$ cat src/rtl/comp_share_arb_if.sv
// rtl/comp_share_arb_if.sv - requester-side bundle for the shared comparator arbiter
//
// Purpose: groups the per-requester request/operand buses and the shared
// result/acknowledge signals of comp_share_arb.
// Signals:
//   req    [NREQ]            request level per requester
//   a_bus  [NREQ*DATAWIDTH]  operand a, requester i at [i*DATAWIDTH +: DATAWIDTH]
//   b_bus  [NREQ*DATAWIDTH]  operand b, same packing
//   ack    [NREQ]            one-hot acknowledge, result valid while high
//   owner  [3]               current or last granted requester
//   busy                     arbiter not idle
//   gt/lt/eq                 registered flags of the last completed compare
// Modports: master = requester side, slave = arbiter side.
interface comp_share_arb_if #(
    parameter int DATAWIDTH = 8,
    parameter int NREQ      = 4
) ();
    logic [NREQ-1:0]           req;
    logic [NREQ*DATAWIDTH-1:0] a_bus;
    logic [NREQ*DATAWIDTH-1:0] b_bus;
    logic [NREQ-1:0]           ack;
    logic [2:0]                owner;
    logic                      busy;
    logic                      gt;
    logic                      lt;
    logic                      eq;

    modport master (
        output req, a_bus, b_bus,
        input  ack, owner, busy, gt, lt, eq
    );

    modport slave (
        input  req, a_bus, b_bus,
        output ack, owner, busy, gt, lt, eq
    );
endinterface

$ cat src/rtl/comp_share_arb.sv
// rtl/comp_share_arb.sv - round-robin arbiter sharing one unsigned comparator
//
// Purpose: grants one requester at a time, latches its operands, evaluates a
// single gt/lt/eq comparator and returns the result with a four-phase req/ack
// handshake.
// Ports:
//   Clk  in   clock, rising edge
//   Rst  in   synchronous active-high reset
//   bus  slave modport of comp_share_arb_if (req, a_bus, b_bus in;
//        ack, owner, busy, gt, lt, eq out)
module comp_share_arb #(
    parameter int DATAWIDTH = 8,
    parameter int NREQ      = 4
) (
    input  logic             Clk,
    input  logic             Rst,
    comp_share_arb_if.slave  bus
);

    typedef enum logic [1:0] {
        S_IDLE = 2'd0,
        S_EVAL = 2'd1,
        S_DONE = 2'd2
    } state_t;

    state_t                 r_state;
    logic [NREQ-1:0]        r_ack;
    logic [2:0]             r_owner;
    logic [2:0]             r_last;
    logic                   r_busy;
    logic                   r_gt;
    logic                   r_lt;
    logic                   r_eq;
    logic [DATAWIDTH-1:0]   r_a;
    logic [DATAWIDTH-1:0]   r_b;

    state_t                 w_next_state;
    logic [NREQ-1:0]        w_ack;
    logic [2:0]             w_owner;
    logic [2:0]             w_last;
    logic                   w_busy;
    logic                   w_gt;
    logic                   w_lt;
    logic                   w_eq;
    logic [DATAWIDTH-1:0]   w_a;
    logic [DATAWIDTH-1:0]   w_b;

    logic                   w_found;
    logic [2:0]             w_win;
    int                     w_idx;
    logic [DATAWIDTH-1:0]   w_a_sel;
    logic [DATAWIDTH-1:0]   w_b_sel;
    logic [NREQ-1:0]        w_owner_1h;
    logic                   w_owner_req;

    // Round-robin winner: scan last+1, last+2, ... wrapping modulo NREQ; the
    // first requester found with req high wins.
    always_comb begin
        w_found = 1'b0;
        w_win   = '0;
        w_idx   = 0;
        for (int k = 1; k <= NREQ; k++) begin
            w_idx = int'(r_last) + k;
            if (w_idx >= NREQ) begin
                w_idx = w_idx - NREQ;
            end
            if (!w_found && (((bus.req >> w_idx) & NREQ'(1)) != '0)) begin
                w_found = 1'b1;
                w_win   = 3'(w_idx);
            end
        end
    end

    // Operand mux for the winner; shifting the packed bus avoids a variable
    // part-select.
    assign w_a_sel = DATAWIDTH'(bus.a_bus >> (int'(w_win) * DATAWIDTH));
    assign w_b_sel = DATAWIDTH'(bus.b_bus >> (int'(w_win) * DATAWIDTH));

    assign w_owner_1h  = NREQ'(1) << r_owner;
    assign w_owner_req = |(bus.req & w_owner_1h);

    always_comb begin
        w_next_state = r_state;
        w_ack        = r_ack;
        w_owner      = r_owner;
        w_last       = r_last;
        w_gt         = r_gt;
        w_lt         = r_lt;
        w_eq         = r_eq;
        w_a          = r_a;
        w_b          = r_b;
        case (r_state)
            S_IDLE: begin
                if (w_found) begin
                    w_owner      = w_win;
                    w_a          = w_a_sel;
                    w_b          = w_b_sel;
                    w_next_state = S_EVAL;
                end
            end
            S_EVAL: begin
                // The single shared comparator only ever sees latched operands.
                w_gt         = (r_a >  r_b);
                w_lt         = (r_a <  r_b);
                w_eq         = (r_a == r_b);
                w_ack        = w_owner_1h;
                w_next_state = S_DONE;
            end
            S_DONE: begin
                // An owner that already dropped req still gets a one-cycle ack.
                if (!w_owner_req) begin
                    w_ack        = '0;
                    w_last       = r_owner;
                    w_next_state = S_IDLE;
                end
            end
            default: begin
                w_ack        = '0;
                w_next_state = S_IDLE;
            end
        endcase
        w_busy = (w_next_state != S_IDLE);
    end

    always_ff @(posedge Clk) begin
        if (Rst) begin
            r_state <= S_IDLE;
            r_ack   <= '0;
            r_owner <= '0;
            r_last  <= 3'(NREQ - 1);
            r_busy  <= 1'b0;
            r_gt    <= 1'b0;
            r_lt    <= 1'b0;
            r_eq    <= 1'b0;
            r_a     <= '0;
            r_b     <= '0;
        end else begin
            r_state <= w_next_state;
            r_ack   <= w_ack;
            r_owner <= w_owner;
            r_last  <= w_last;
            r_busy  <= w_busy;
            r_gt    <= w_gt;
            r_lt    <= w_lt;
            r_eq    <= w_eq;
            r_a     <= w_a;
            r_b     <= w_b;
        end
    end

    assign bus.ack   = r_ack;
    assign bus.owner = r_owner;
    assign bus.busy  = r_busy;
    assign bus.gt    = r_gt;
    assign bus.lt    = r_lt;
    assign bus.eq    = r_eq;

endmodule

$ cat src/flat_wrapper.sv
// flat-port wrapper written by rule: the top's interface ports become plain ports
module comp_share_arb_flat 
#(
    parameter int DATAWIDTH = 8,
    parameter int NREQ      = 4
)
  (Clk, Rst, bus_req, bus_a_bus, bus_b_bus, bus_ack, bus_owner, bus_busy, bus_gt, bus_lt, bus_eq);
  comp_share_arb_if #(.DATAWIDTH(DATAWIDTH), .NREQ(NREQ)) bus_i ();
  input  logic Clk;
  input  logic Rst;
  input wire logic [$bits(bus_i.req)-1:0] bus_req;
  input wire logic [$bits(bus_i.a_bus)-1:0] bus_a_bus;
  input wire logic [$bits(bus_i.b_bus)-1:0] bus_b_bus;
  output wire logic [$bits(bus_i.ack)-1:0] bus_ack;
  output wire logic [$bits(bus_i.owner)-1:0] bus_owner;
  output wire logic [$bits(bus_i.busy)-1:0] bus_busy;
  output wire logic [$bits(bus_i.gt)-1:0] bus_gt;
  output wire logic [$bits(bus_i.lt)-1:0] bus_lt;
  output wire logic [$bits(bus_i.eq)-1:0] bus_eq;
  assign bus_i.req = bus_req;
  assign bus_i.a_bus = bus_a_bus;
  assign bus_i.b_bus = bus_b_bus;
  assign bus_ack = bus_i.ack;
  assign bus_owner = bus_i.owner;
  assign bus_busy = bus_i.busy;
  assign bus_gt = bus_i.gt;
  assign bus_lt = bus_i.lt;
  assign bus_eq = bus_i.eq;
  comp_share_arb #(.DATAWIDTH(DATAWIDTH), .NREQ(NREQ)) u_core (.Clk(Clk), .Rst(Rst), .bus(bus_i));
endmodule
$ cat config.mk
export PLATFORM = sky130hd
export DESIGN_NAME = comp_share_arb_flat
export DESIGN_NICKNAME = d
export VERILOG_FILES = /design/src/rtl/comp_share_arb_if.sv /design/src/rtl/comp_share_arb.sv /design/src/flat_wrapper.sv
export SDC_FILE = /design/constraint.sdc
export NUM_CORES = 1
export LEC_CHECK = 0
export BUFFER_PORTS_ARGS = -buffer_cell sky130_fd_sc_hd__buf_2
export CORE_ASPECT_RATIO = 1.25
export CORE_MARGIN = 10
export CORE_UTILIZATION = 51
export CTS_BUF_LIST = sky130_fd_sc_hd__clkbuf_16
export DETAILED_ROUTE_END_ITERATION = 12
export PLACE_DENSITY = 0.92
export SETUP_SLACK_MARGIN = 0.3
export SYNTH_ARGS = -nofsm -noshare
export SYNTH_HDL_FRONTEND = slang
export SYNTH_SLANG_ARGS = --single-unit
$ cat constraint.sdc
create_clock -name Clk -period 3.39 [get_ports Clk]
set_clock_uncertainty 0.15 [all_clocks]
set_input_delay 0.678 -clock Clk [delete_from_list [all_inputs] [get_ports Clk]]
set_output_delay 0.678 -clock Clk [all_outputs]
set_load 0.005 [all_outputs]
=== Word level (Yosys, flattened, before mapping) ===
Cells that the tools add are included.

* Input port bits: 70
* Register bits: 32
* Output and inout port bits: 11
* Logic and storage cells: 67

* $add $sub $neg: 8
* $lt $le $gt $ge: 6
* Eq/ne operators: 4
* Shift-type cells: 7
* Muxes and demuxes: 17
* Bitwise operators: 3
* Reductions and logical operators: 12

{| class="wikitable"
|+ Operators with widths
! operator !! count
|-
| $ge 32x4->1 const B || 4
|-
| $mux 32 || 4
|-
| $shr 4x32->1 || 4
|-
| $sub 32x4->32 const B || 4
|-
| $shr 32x6->8 || 2
|-
| $mux 3 || 4
|-
| $pmux 4 s3 || 1
|-
| $add 3x2->4 const B || 2
|-
| $eq 8x8->1 || 1
|-
| $gt 8x8->1 || 1
|-
| $lt 8x8->1 || 1
|-
| $pmux 2 s3 || 1
|-
| $reduce_and 2->1 || 3
|-
| $add 3x1->4 const B || 1
|-
| $add 3x3->4 const B || 1
|-
| $and 4x4->4 || 1
|-
| $mux 1 || 4
|-
| $mux 2 || 2
|-
| $mux 4 || 1
|-
| $reduce_or 4->1 || 1
|-
| $shl 1x3->4 const A || 1
|-
| $logic_and 1x1->1 || 3
|-
| $logic_not 1->1 || 3
|-
| $eq 2x1->1 const B || 1
|-
| other kinds (5) || 6
|}

=== Depth between registers and ports, before layout ===
* Depth in word-level cells: 17
* Mapped depth: 13
* Depth with buffers taken out: 10

=== Least setup slack after synthesis ===
Ideal clock, no wire load.

* Kind: flip-flop to flip-flop
* From: register u_core.r_last[1]
* To: register u_core.r_a[6]
* Path buffers: 3
* Arrival time: 2.304 ns
* Slack: 0.807 ns
* Period minus slack after synthesis: 2.583 ns
* Data required time: 3.111 ns
* Library setup time: 0.129 ns
* Cell stages (with the launch flop): 13
* Cell sequence: dfxtp_1 buf_4 inv_1 ha_1 inv_1 a211oi_2 o22ai_1 a21o_1 and2_1 buf_6 buf_6 mux2i_1 o221ai_2

* Cells in the longest elaborated chain, start to end: 15
* Elaborated cells between the ends (all ways): 36
* Classes of those cells: add/sub: 8; order compare: 4; shift: 5; mux: 12; reduce/logical: 7

{| class="wikitable"
|+ RTL lines
! element !! RTL line !! RTL
|-
| from (decl) || comp_share_arb.sv:29 || <nowiki>logic [2:0] r_last;</nowiki>
|-
| from (signal assigned) || comp_share_arb.sv:130 || <nowiki>r_last <= 3'(NREQ - 1);</nowiki>
|-
| from (signal assigned) || comp_share_arb.sv:141 || <nowiki>r_last <= w_last;</nowiki>
|-
| $add 3x1->4 || comp_share_arb.sv:63 || <nowiki>w_idx = int'(r_last) + k;</nowiki>
|-
| $sub 32x4->32 or $ge 32x4->1 (tied branches) || comp_share_arb.sv:65, comp_share_arb.sv:64 ||
|-
| $mux 32 || comp_share_arb.sv:64 || <nowiki>if (w_idx >= NREQ) begin</nowiki>
|-
| $shr 4x32->1 || comp_share_arb.sv:67 || <nowiki>if (!w_found && (((bus.req >> w_idx) & NREQ'(1)) != '0)) begin</nowiki>
|-
| $mux 1 || comp_share_arb.sv:67 ||
|-
| $logic_not 1->1 || comp_share_arb.sv:67 ||
|-
| $logic_and 1x1->1 || comp_share_arb.sv:67 ||
|-
| $mux 1 || comp_share_arb.sv:67 ||
|-
| $logic_not 1->1 || comp_share_arb.sv:67 ||
|-
| $logic_and 1x1->1 || comp_share_arb.sv:67 ||
|-
| $mux 1 || comp_share_arb.sv:67 ||
|-
| $logic_not 1->1 || comp_share_arb.sv:67 ||
|-
| $logic_and 1x1->1 || comp_share_arb.sv:67 ||
|-
| $mux 3 or $mux 1 (tied branches) || comp_share_arb.sv:67 ||
|-
| $shr 32x6->8 or $reduce_and 2->1 (tied branches) || -- ||
|-
| to (signal assigned) || comp_share_arb.sv:146 || <nowiki>r_a <= w_a;</nowiki>
|-
| to (decl) || comp_share_arb.sv:34 || <nowiki>logic [DATAWIDTH-1:0] r_a;</nowiki>
|}

Parallel ways exist; a longest one is shown, timed or not.
A chain may end at the register's enable or synchronous reset.

=== Worst setup path after layout ===
* From: register u_core.r_last[1]
* To: register u_core.r_b[4]

* Cells in the longest elaborated chain, start to end: 15
* Elaborated cells between the ends (all ways): 36
* Classes of those cells: add/sub: 8; order compare: 4; shift: 5; mux: 12; reduce/logical: 7

{| class="wikitable"
|+ RTL lines
! element !! RTL line !! RTL
|-
| $add 3x1->4 || comp_share_arb.sv:63 ||
|-
| $sub 32x4->32 or $ge 32x4->1 (tied branches) || comp_share_arb.sv:65, comp_share_arb.sv:64 ||
|-
| $mux 32 || comp_share_arb.sv:64 ||
|-
| $shr 4x32->1 || comp_share_arb.sv:67 ||
|-
| $mux 1 || comp_share_arb.sv:67 ||
|-
| $logic_not 1->1 || comp_share_arb.sv:67 ||
|-
| $logic_and 1x1->1 || comp_share_arb.sv:67 ||
|-
| $mux 1 || comp_share_arb.sv:67 ||
|-
| $logic_not 1->1 || comp_share_arb.sv:67 ||
|-
| $logic_and 1x1->1 || comp_share_arb.sv:67 ||
|-
| $mux 1 || comp_share_arb.sv:67 ||
|-
| $logic_not 1->1 || comp_share_arb.sv:67 ||
|-
| $logic_and 1x1->1 || comp_share_arb.sv:67 ||
|-
| $mux 3 or $mux 1 (tied branches) || comp_share_arb.sv:67 ||
|-
| $shr 32x6->8 or $reduce_and 2->1 (tied branches) || -- ||
|-
| to (signal assigned) || comp_share_arb.sv:147 || <nowiki>r_b <= w_b;</nowiki>
|-
| to (decl) || comp_share_arb.sv:35 || <nowiki>logic [DATAWIDTH-1:0] r_b;</nowiki>
|}

Parallel ways exist; a longest one is shown, timed or not.

==> flow_metrics.py <==
metrics = {
    "sta": {
        "finalWorstSetupSlack_ns": 0.429,
        "worst_pin_slew_ns": 0.443,
        "rsz0062_at_grt": "no",
        "fin_crit_sh_pct": 87.3,
        "relSlewSlack_pct": 70.4,
        "setup_viol": 0,
        "fmax_ghz": 0.338,
        "whs_ns": 0.330,
        "tns_ns": 0,
        "hold_viol_final": 0,
        "layout_min_cycle_time_ns": 2.96,
        "drv_slew": 0,
    },
    "yosys": {
        "yosysMostFrequentCell": "dfxtp_1",
        "synth_warnings": 0,
        "synth-seq-cells": 32,
        "synth_ff_type": "dfxtp_1",
        "synth_fa_ha_area_share_pct": 7.22,
        "syn-num-nets": 358,
        "ys_seq_area_share_pct": 26.4,
        "synthSimpleGateAreaFrac_pct": 22.1,
        "synth_top_family_by_area": "compound AO/OA/AOI/OAI gates",
        "synthesis.area_um2": 2430,
        "synth.top_cell.area_share_pct": 26.4,
        "avgSynthCellArea_um2": 8.86,
        "synth-compound-area-share_pct": 26.7,
        "synthArstFlopShare_pct": 0,
        "synth_xor_xnor_area_share_pct": 0,
        "synth_common_cells": "dfxtp_1 (32), nand3b_1 (20), mux2i_1 (19)",
        "netlist_instances": 274,
        "synth_edf_count": 0,
        "muxShareOfSynthArea_pct": 10.2,
        "synth_top_area_cell": "dfxtp_1",
        "synth.distinct_cells": 52,
        "synthTopCellsByArea": "dfxtp_1 (26%), mux2i_1 (7.8%), ha_1 (7.2%)",
    },
    "critical_path": {
        "setup.worst_path.end_class": "flip-flop",
        "critical_path_arrival_ns": 2.96,
        "worst-setup-path-type": "reg2reg",
        "crit_fanout": 12,
        "startpoint_type": "flip-flop",
        "worstPathRequired_ns": 3.39,
        "crit-reg2reg-launch": "u_core.r_last[1]",
        "critPathLaunch": "u_core.r_last[1]",
    },
    "placed_design": {
        "place_hpwl_mm": 5.40,
        "gp_congestion": 0.942,
        "dp_slack_ns": 0.316,
        "io_buffers": 80,
    },
    "final_layout": {
        "seq_area_um2": 646,
        "layout-drive-gt1-share_pct": 34.4,
        "multi_input_comb_area_um2": 1610,
        "diodes": 0,
        "fin_nets": 432,
        "areaGrowthSynthToFinish_pct": 24.1,
        "nFillCells": 381,
    },
    "cts": {
        "numClockSinks": 32,
        "cts_buffers": 5,
        "htree_levels": 2,
        "clk_pin_slew_worst_paths_ns": 0.05,
        "clk_latency_ns": 0.28,
        "post_cts_buffers": 0,
        "cts_root_buf": "clkbuf_16",
        "cts_tree": "done",
        "cts_buffer_depth": 2,
    },
    "floorplan": {
        "dieHeight_um": 97.1,
        "pin_count": 81,
        "rows": 28,
        "die_area_um2": 7940,
        "core-area_um2": 4660,
        "die_x_um": 81.7,
        "start_util_pct": 52.1,
    },
    "flow_run": {
        "drv_cap": 0,
    },
    "route": {
        "dr.first_iter.drc_count": 91,
        "num_vias": 2394,
        "drt_wl_total_mm": 7.14,
        "detail_route.wl_per_cell_um": 17.5,
        "antenna_left": 0,
        "drc_errors": 0,
        "via_per_inst": 5.85,
        "drt_pass1_iterations": 4,
    },
    "power": {
        "leakage_nw": 1.44,
        "p_per_area_nw_per_um2": 609,
        "total_power_mw": 1.84,
        "ir_drop_uv": 413,
    },
    "worst_hold_path": {
        "worstHoldStart": "u_core.bus.ack[2]",
        "hold_class": "reg2reg",
    },
    "global_route": {
        "track_usage_pct": 17.9,
        "gr-total-overflow": 0,
        "grt_max_degree": 34,
        "grt_pass1_wl_mm": 11.5,
        "antenna_found_initial": 0,
        "first_global_vias": 2555,
    },
    "run_status": {
        "status": "complete, no violations",
    },
}
## what timing repair did
| action | in CTS | in global routing |
|---|---|---|
| pin swaps | 0 | 0 |
| gates resized for setup | 2 | 3 |
| endpoints found under the setup margin | 1 | 13 |
| hold buffers | 0 | 0 |
## cells in the final DEF (no fill, tap or decap), drive strengths merged, types with 4 or more instances in the layout
master	n
a21boi	16
a21oi	9
and3	16
buf	88
clkbuf	5
dfxtp	32
ha	14
inv	15
mux2i	19
nand2	9
nand2b	5
nand3b	20
nor2	14
nor2b	6
o21ai	17
o221ai	16
or2	4
## area by class of cell
| cell class | count | share of cell area (%) |
|---|---|---|
| multi-input cells | 206 | 53.4 |
| flip-flops and latches | 32 | 21.4 |
| repair buffers | 88 | 15.3 |
| clock buffers | 5 | 4.15 |
| well taps | 60 | 2.49 |
| inverters | 15 | 1.91 |
| clock inverters | 3 | 1.29 |
## stage by stage
stage | util, % | cells | area, um^2
2_1_floorplan | - | 274 | 2430
4_1_cts | 64.5 | 409 | 3010
6_report | 64.7 | 409 | 3010
5_1_grt | 64.7 | 409 | 3010
3_3_place_gp | 61.0 | 401 | 2840
3_5_place_dp | 61.0 | 401 | 2840
## registers in the layout, summed over array words and instances (netlist names)
register and flops:
u_core.r_a 8, u_core.r_b 8, u_core.bus.ack 4, u_core.bus.owner 3, u_core.r_last 3, u_core.r_state 2, u_core.bus.busy 1, u_core.bus.eq 1
u_core.bus.gt 1, u_core.bus.lt 1
## worst max-delay path, stage by stage, from the launching register on
cell and delay (ns):
dfxtp_2 0.41, inv_1 0.13, ha_1 0.39, inv_1 0.10, a211oi_2 0.32, o22ai_1 0.15
a21o_2 0.32, and2_1 0.19, buf_4 0.20, mux2i_1 0.32, o221ai_2 0.15
## path summary, 6_finish.rpt
kind | cells past startpoint | end | slack (ns)
setup / recovery | 10 | u_core.r_b[4] | 0.43
hold reg to reg | 2 | u_core.bus.ack[2] | 0.33
hold / removal | 2 | u_core.bus.ack[2] | 0.33
setup reg to reg | 10 | u_core.r_b[4] | 0.43
## cell families after synthesis
logic type / after synthesis
and+or+nand+nor: 87
AOI/OAI and AO/OA: 82
buffers and inverters: 36
DFF: 32
muxes: 23
adders and majority gates: 14
## power breakdown
part	total (mW)	switching (mW)	internal (mW)	leakage, nW
registers	0.533	0.0684	0.464	0.262
logic	0.800	0.435	0.365	1.09
clock network	0.503	0.161	0.342	0.0850
## routing by layer
layer	vias to the layer above	wire (um)	track usage (%)
li1	1157	-	-
met1	1109	2630	18.7
met2	105	3630	30.8
met3	23	566	5.65
met4	0	316	9.06
met5	-	0	0
Power figures use the tool's default switching activity.
